$ cat src/rtl/conv2_sequencer_if.sv
// rtl/conv2_sequencer_if.sv - request, result and pixel-write channels of the conv2 sequencer
interface conv2_sequencer_if #(
    parameter int BITWIDTH = 16
);
    logic                       pe_valid;
    logic                       pe_ready;
    logic                       pe_kernel;
    logic                       pe_chan;
    logic [3:0]                 pe_row;
    logic [3:0]                 pe_col;
    logic                       res_valid;
    logic signed [BITWIDTH-1:0] res_data;
    logic                       out_valid;
    logic                       out_ready;
    logic                       out_kernel;
    logic [3:0]                 out_row;
    logic [3:0]                 out_col;
    logic signed [BITWIDTH-1:0] out_data;

    modport master (
        output pe_valid, pe_kernel, pe_chan, pe_row, pe_col,
        input  pe_ready,
        input  res_valid, res_data,
        output out_valid, out_kernel, out_row, out_col, out_data,
        input  out_ready
    );

    modport slave (
        input  pe_valid, pe_kernel, pe_chan, pe_row, pe_col,
        output pe_ready,
        output res_valid, res_data,
        input  out_valid, out_kernel, out_row, out_col, out_data,
        output out_ready
    );
endinterface

$ cat src/rtl/conv2_sequencer.sv
// rtl/conv2_sequencer.sv - walks kernel/row/col/chan, issues 5x5 window requests, sums two channels per pixel
module conv2_sequencer #(
    parameter int BITWIDTH = 16,
    parameter int OUT_DIM  = 10
) (
    input  logic clk,
    input  logic rst_n,
    input  logic start,
    output logic busy,
    output logic done,
    conv2_sequencer_if.master bus
);
    typedef enum logic [2:0] {IDLE, ISSUE, WAIT, WRITE, DONE} state_t;

    localparam logic [3:0] LAST = 4'(OUT_DIM - 1);

    state_t                     state, state_n;
    logic                       kernel, kernel_n;
    logic                       chan, chan_n;
    logic [3:0]                 row, row_n;
    logic [3:0]                 col, col_n;
    logic signed [BITWIDTH-1:0] acc, acc_n;

    always_ff @(posedge clk or negedge rst_n) begin
        if (!rst_n) begin
            state  <= IDLE;
            kernel <= 1'b0;
            chan   <= 1'b0;
            row    <= '0;
            col    <= '0;
            acc    <= '0;
        end else begin
            state  <= state_n;
            kernel <= kernel_n;
            chan   <= chan_n;
            row    <= row_n;
            col    <= col_n;
            acc    <= acc_n;
        end
    end

    always_comb begin
        state_n  = state;
        kernel_n = kernel;
        chan_n   = chan;
        row_n    = row;
        col_n    = col;
        acc_n    = acc;
        busy     = (state != IDLE);
        done     = (state == DONE);
        case (state)
            IDLE: begin
                if (start) begin
                    state_n  = ISSUE;
                    kernel_n = 1'b0;
                    chan_n   = 1'b0;
                    row_n    = '0;
                    col_n    = '0;
                    acc_n    = '0;
                end
            end
            ISSUE: begin
                if (bus.pe_ready) state_n = WAIT;
            end
            WAIT: begin
                // Accumulator wraps naturally at BITWIDTH; no saturation
                if (bus.res_valid) begin
                    acc_n = acc + bus.res_data;
                    if (!chan) begin
                        chan_n  = 1'b1;
                        state_n = ISSUE;
                    end else begin
                        state_n = WRITE;
                    end
                end
            end
            WRITE: begin
                if (bus.out_ready) begin
                    chan_n  = 1'b0;
                    acc_n   = '0;
                    state_n = (kernel && row == LAST && col == LAST) ? DONE : ISSUE;
                    if (col == LAST) begin
                        col_n = '0;
                        if (row == LAST) begin
                            row_n    = '0;
                            kernel_n = ~kernel;
                        end else begin
                            row_n = row + 4'd1;
                        end
                    end else begin
                        col_n = col + 4'd1;
                    end
                end
            end
            DONE:    state_n = IDLE;
            default: state_n = IDLE;
        endcase
    end

    assign bus.pe_valid   = (state == ISSUE);
    assign bus.pe_kernel  = kernel;
    assign bus.pe_chan    = chan;
    assign bus.pe_row     = row;
    assign bus.pe_col     = col;
    assign bus.out_valid  = (state == WRITE);
    assign bus.out_kernel = kernel;
    assign bus.out_row    = row;
    assign bus.out_col    = col;
    assign bus.out_data   = acc;
endmodule

$ cat src/flat_wrapper.sv
// flat-port wrapper written by rule: the top's interface ports become plain ports
module conv2_sequencer_flat 
#(
    parameter int BITWIDTH = 16,
    parameter int OUT_DIM  = 10
)
  (clk, rst_n, start, busy, done, bus_pe_valid, bus_pe_kernel, bus_pe_chan, bus_pe_row, bus_pe_col, bus_pe_ready, bus_res_valid, bus_res_data, bus_out_valid, bus_out_kernel, bus_out_row, bus_out_col, bus_out_data, bus_out_ready);
  conv2_sequencer_if #(.BITWIDTH(BITWIDTH)) bus_i ();
  input  logic clk;
  input  logic rst_n;
  input  logic start;
  output logic busy;
  output logic done;
  output wire logic [$bits(bus_i.pe_valid)-1:0] bus_pe_valid;
  output wire logic [$bits(bus_i.pe_kernel)-1:0] bus_pe_kernel;
  output wire logic [$bits(bus_i.pe_chan)-1:0] bus_pe_chan;
  output wire logic [$bits(bus_i.pe_row)-1:0] bus_pe_row;
  output wire logic [$bits(bus_i.pe_col)-1:0] bus_pe_col;
  input wire logic [$bits(bus_i.pe_ready)-1:0] bus_pe_ready;
  input wire logic [$bits(bus_i.res_valid)-1:0] bus_res_valid;
  input wire logic [$bits(bus_i.res_data)-1:0] bus_res_data;
  output wire logic [$bits(bus_i.out_valid)-1:0] bus_out_valid;
  output wire logic [$bits(bus_i.out_kernel)-1:0] bus_out_kernel;
  output wire logic [$bits(bus_i.out_row)-1:0] bus_out_row;
  output wire logic [$bits(bus_i.out_col)-1:0] bus_out_col;
  output wire logic [$bits(bus_i.out_data)-1:0] bus_out_data;
  input wire logic [$bits(bus_i.out_ready)-1:0] bus_out_ready;
  assign bus_pe_valid = bus_i.pe_valid;
  assign bus_pe_kernel = bus_i.pe_kernel;
  assign bus_pe_chan = bus_i.pe_chan;
  assign bus_pe_row = bus_i.pe_row;
  assign bus_pe_col = bus_i.pe_col;
  assign bus_i.pe_ready = bus_pe_ready;
  assign bus_i.res_valid = bus_res_valid;
  assign bus_i.res_data = bus_res_data;
  assign bus_out_valid = bus_i.out_valid;
  assign bus_out_kernel = bus_i.out_kernel;
  assign bus_out_row = bus_i.out_row;
  assign bus_out_col = bus_i.out_col;
  assign bus_out_data = bus_i.out_data;
  assign bus_i.out_ready = bus_out_ready;
  conv2_sequencer #(.BITWIDTH(BITWIDTH), .OUT_DIM(OUT_DIM)) u_core (.clk(clk), .rst_n(rst_n), .start(start), .busy(busy), .done(done), .bus(bus_i));
endmodule
$ cat config.mk
export PLATFORM = sky130hd
export DESIGN_NAME = conv2_sequencer_flat
export DESIGN_NICKNAME = d
export VERILOG_FILES = /design/src/rtl/conv2_sequencer_if.sv /design/src/rtl/conv2_sequencer.sv /design/src/flat_wrapper.sv
export SDC_FILE = /design/constraint.sdc
export NUM_CORES = 1
export LEC_CHECK = 0
export ABC_AREA = 1
export BUFFER_PORTS_ARGS = -buffer_cell sky130_fd_sc_hd__buf_2
export CAP_MARGIN = 10
export CORE_ASPECT_RATIO = 1.25
export CORE_MARGIN = 1
export CORE_UTILIZATION = 25
export CTS_CLUSTER_DIAMETER = 40
export DETAILED_ROUTE_END_ITERATION = 7
export GPL_ROUTABILITY_DRIVEN = 0
export PLACE_DENSITY = 0.45
export SLEW_MARGIN = 5
export SYNTH_ARGS = -nofsm -noshare
export SYNTH_HDL_FRONTEND = slang
export SYNTH_SLANG_ARGS = --single-unit
$ cat constraint.sdc
create_clock -name clk -period 4.8 [get_ports clk]
set_clock_uncertainty 0.05 [all_clocks]
set_input_delay 0.96 -clock clk [delete_from_list [all_inputs] [get_ports clk]]
set_output_delay 0.96 -clock clk [all_outputs]
set_load 0.02 [all_outputs]
==> out/results.ini <==
[clock_tree]
htree_num_levels=2
cts_root_buf=clkbuf_16
clk-insertion-delay-late_ns=0.28
postCtsSetupRepairBufs=0
cts_buffers=5
clk_path_buf_depth=2
cts.sinks=29
ctsResizeCount=0
cts_tree=yes
cts_hold_buf=0
clkSlewWorstSetupHoldPaths_ns=0.06

[timing]
worst_slew_pin_slew_ns=0.770
maxSlewHeadroom_pct=48.7
hold_viol=0
rsz0062_at_grt=false
max_freq_mhz=427
tns_ns=0
final-setup-viol-count=0
timing.final.crit_period_ns=2.34
fin_crit_sh_pct=48.8
slew_viol_final=0

[logic_synthesis]
synthArstFlopShare_pct=100
postSynthAreaPerCell_um2=6.73
syn-num-nets=397
synthDistinctLibCells=29
synth_top_area_share_pct=30.4
syn_area_um2=2390
synth_area_leaders=dfrtp_1 (30%), nand2_1 (17%), ha_1 (9.9%)
ys.flop_type=dfrtp_1
synth-edff-count=0
synth_area_leader_cell=dfrtp_1
yosys_warnings=0
synth_seq_area_share_pct=30.4
syn_inst=355
ys_ff_latch=29

[layout]
finalNetCount=452
area_growth_pct=21.5
final_common_cell=nand2_1
drive_above_1_share_pct=20.2
antenna_cells=0
layout_common_cells=nand2_1 (106), buf_2 (60), inv_1 (54), nand3_1 (43), dfrtp_1 (29)
fillers=1035
fin_cells=534

[die]
start_util_pct=25.9
dieArea_um2=9960
core_um2=9220
die_w_um=89.5
dieHeight_um=111
rows=39
pin_count=61

[routing]
drt-initial-drc-count=74
vias=2329
ant_nets=0
routed_wirelength_mm=6.36
drcViolationCount=0
wl_per_cell_um=11.9
drt_first_pass_iters=4
via_per_inst=4.36

[power_and_ir_drop]
power_density_nw_per_um2=560
irDropWorstVdd_uv=316
leakagePower_uw=0.00172

[global_route]
grt_overflow_total=0
grt_util_met3_pct=2.76
busiest_layer=met2
antenna_found_initial=0
grtUsageMet1_pct=16.6
grt_pass1_wl_mm=10.3
grt_pass1_vias=2149
grt_max_degree=30
grt_util_met2_pct=23.1
grt.total_usage_pct=13.5

[place]
dp.final_hpwl_mm=4.68
dp.cells=526
numPortBuffers=60

[worst_hold_path]
hold_path.class=flop to flop

[worst_setup_path]
cp_data_arrival_time_ns=1.33
critPathRequiredTime_ns=3.79
crit_path_end_kind=output pin
setup.worst_path.class=flop to output pin
cp-start-kind=flop
cp_max_fo=5

[outcome]
run_status=finished, final reports clean

[flow_run]
maxCapViolCount=0

## where the power goes
part           total, uW  switching (uW)  leakage [uW]  internal, uW
Combinational        890             602       0.00125           288
Sequential           395            76.3      0.000391           319
Clock                341             122     0.0000799           220
Total               1630             800       0.00172           827
## flip-flops by register name, indices dropped and copies added (netlist names)
signal,cells
u_core.bus.pe_chan,1
u_core.state,3
u_core.bus.out_row,4
u_core.bus.out_kernel,1
u_core.bus.out_col,4
u_core.bus.out_data,16
## per-layer routing
metal | wire (um) | share of wire (%)
met4 | 90 | 1.4
met2 | 3100 | 49
met3 | 274 | 4.3
met1 | 2900 | 46
met5 | 0 | 0
## cells by family (layout without fill, tap and decap cells)
family                     Yosys count  count (layout)  share of synthesized area (%)
and+or+nand+nor                    196             196                           36.2
buffers and inverters               73             129                           13.9
AOI/OAI and AO/OA                   31              31                           6.54
DFF                                 29              29                           30.4
adders and majority gates           20              20                           10.8
xor gates and xnor gates             5               5                           1.83
muxes                                1               1                          0.419
## through the flow
stage               instance area [um^2]  setup WS [ns]  util, %  total power, uW  hold WS [ns]
floorplan                           2390           2.56        -             1080         0.520
global placement                    2750           2.36     29.8             1300         0.465
detailed placement                  2750           2.34     29.8             1300         0.473
CTS                                 2900           2.46     31.5             1660         0.486
global route                        2900           2.38     31.5             1780         0.507
finish                              2900           2.46     31.5             1630         0.480
## critical path, stage by stage (launching register included)
cell and delay [ns]:
dfrtp_1 0.45, inv_2 0.10, nor3_1 0.28, buf_2 0.23
## worst paths after layout
| path | start | end | slack (ns) | depth (start not counted) |
|---|---|---|---|---|
| setup / recovery | u_core.state[0] | bus_pe_valid | 2.46 | 3 |
| hold / removal | u_core.bus.out_data[0] | u_core.bus.out_data[0] | 0.48 | 2 |
| setup reg to reg | u_core.state[2] | u_core.bus.out_data[6] | 2.91 | 9 |
| hold reg to reg | u_core.bus.out_data[0] | u_core.bus.out_data[0] | 0.48 | 2 |
| max in group asynchronous | rst_n | u_core.bus.out_data[14] | 3.51 | 1 |
| min in group asynchronous | rst_n | u_core.bus.out_row[2] | 0.71 | 1 |
## cells in the mapped netlist (all sizes together) (2+ instances only)
cell type / n
ha: 19
buf: 12
nand4: 2
o21ai: 20
nand3: 44
inv: 60
nor3b: 2
nand2: 109
dfrtp: 29
nor3: 6
nor2: 28
xor2: 4
a21oi: 10
nand3b: 3
## final cells by class
type | count | area [um^2] | share of cell area (%)
Inverter | 61 | 234 | 8.06
Tap cell | 123 | 154 | 5.30
Clock buffer | 7 | 153 | 5.26
Sequential cell | 29 | 726 | 25.0
Multi-Input combinational cell | 253 | 1330 | 45.9
Timing Repair Buffer | 60 | 300 | 10.3
Clock inverter | 1 | 5.00 | 0.172
No activity file was read; power rests on OpenSTA's default activity.
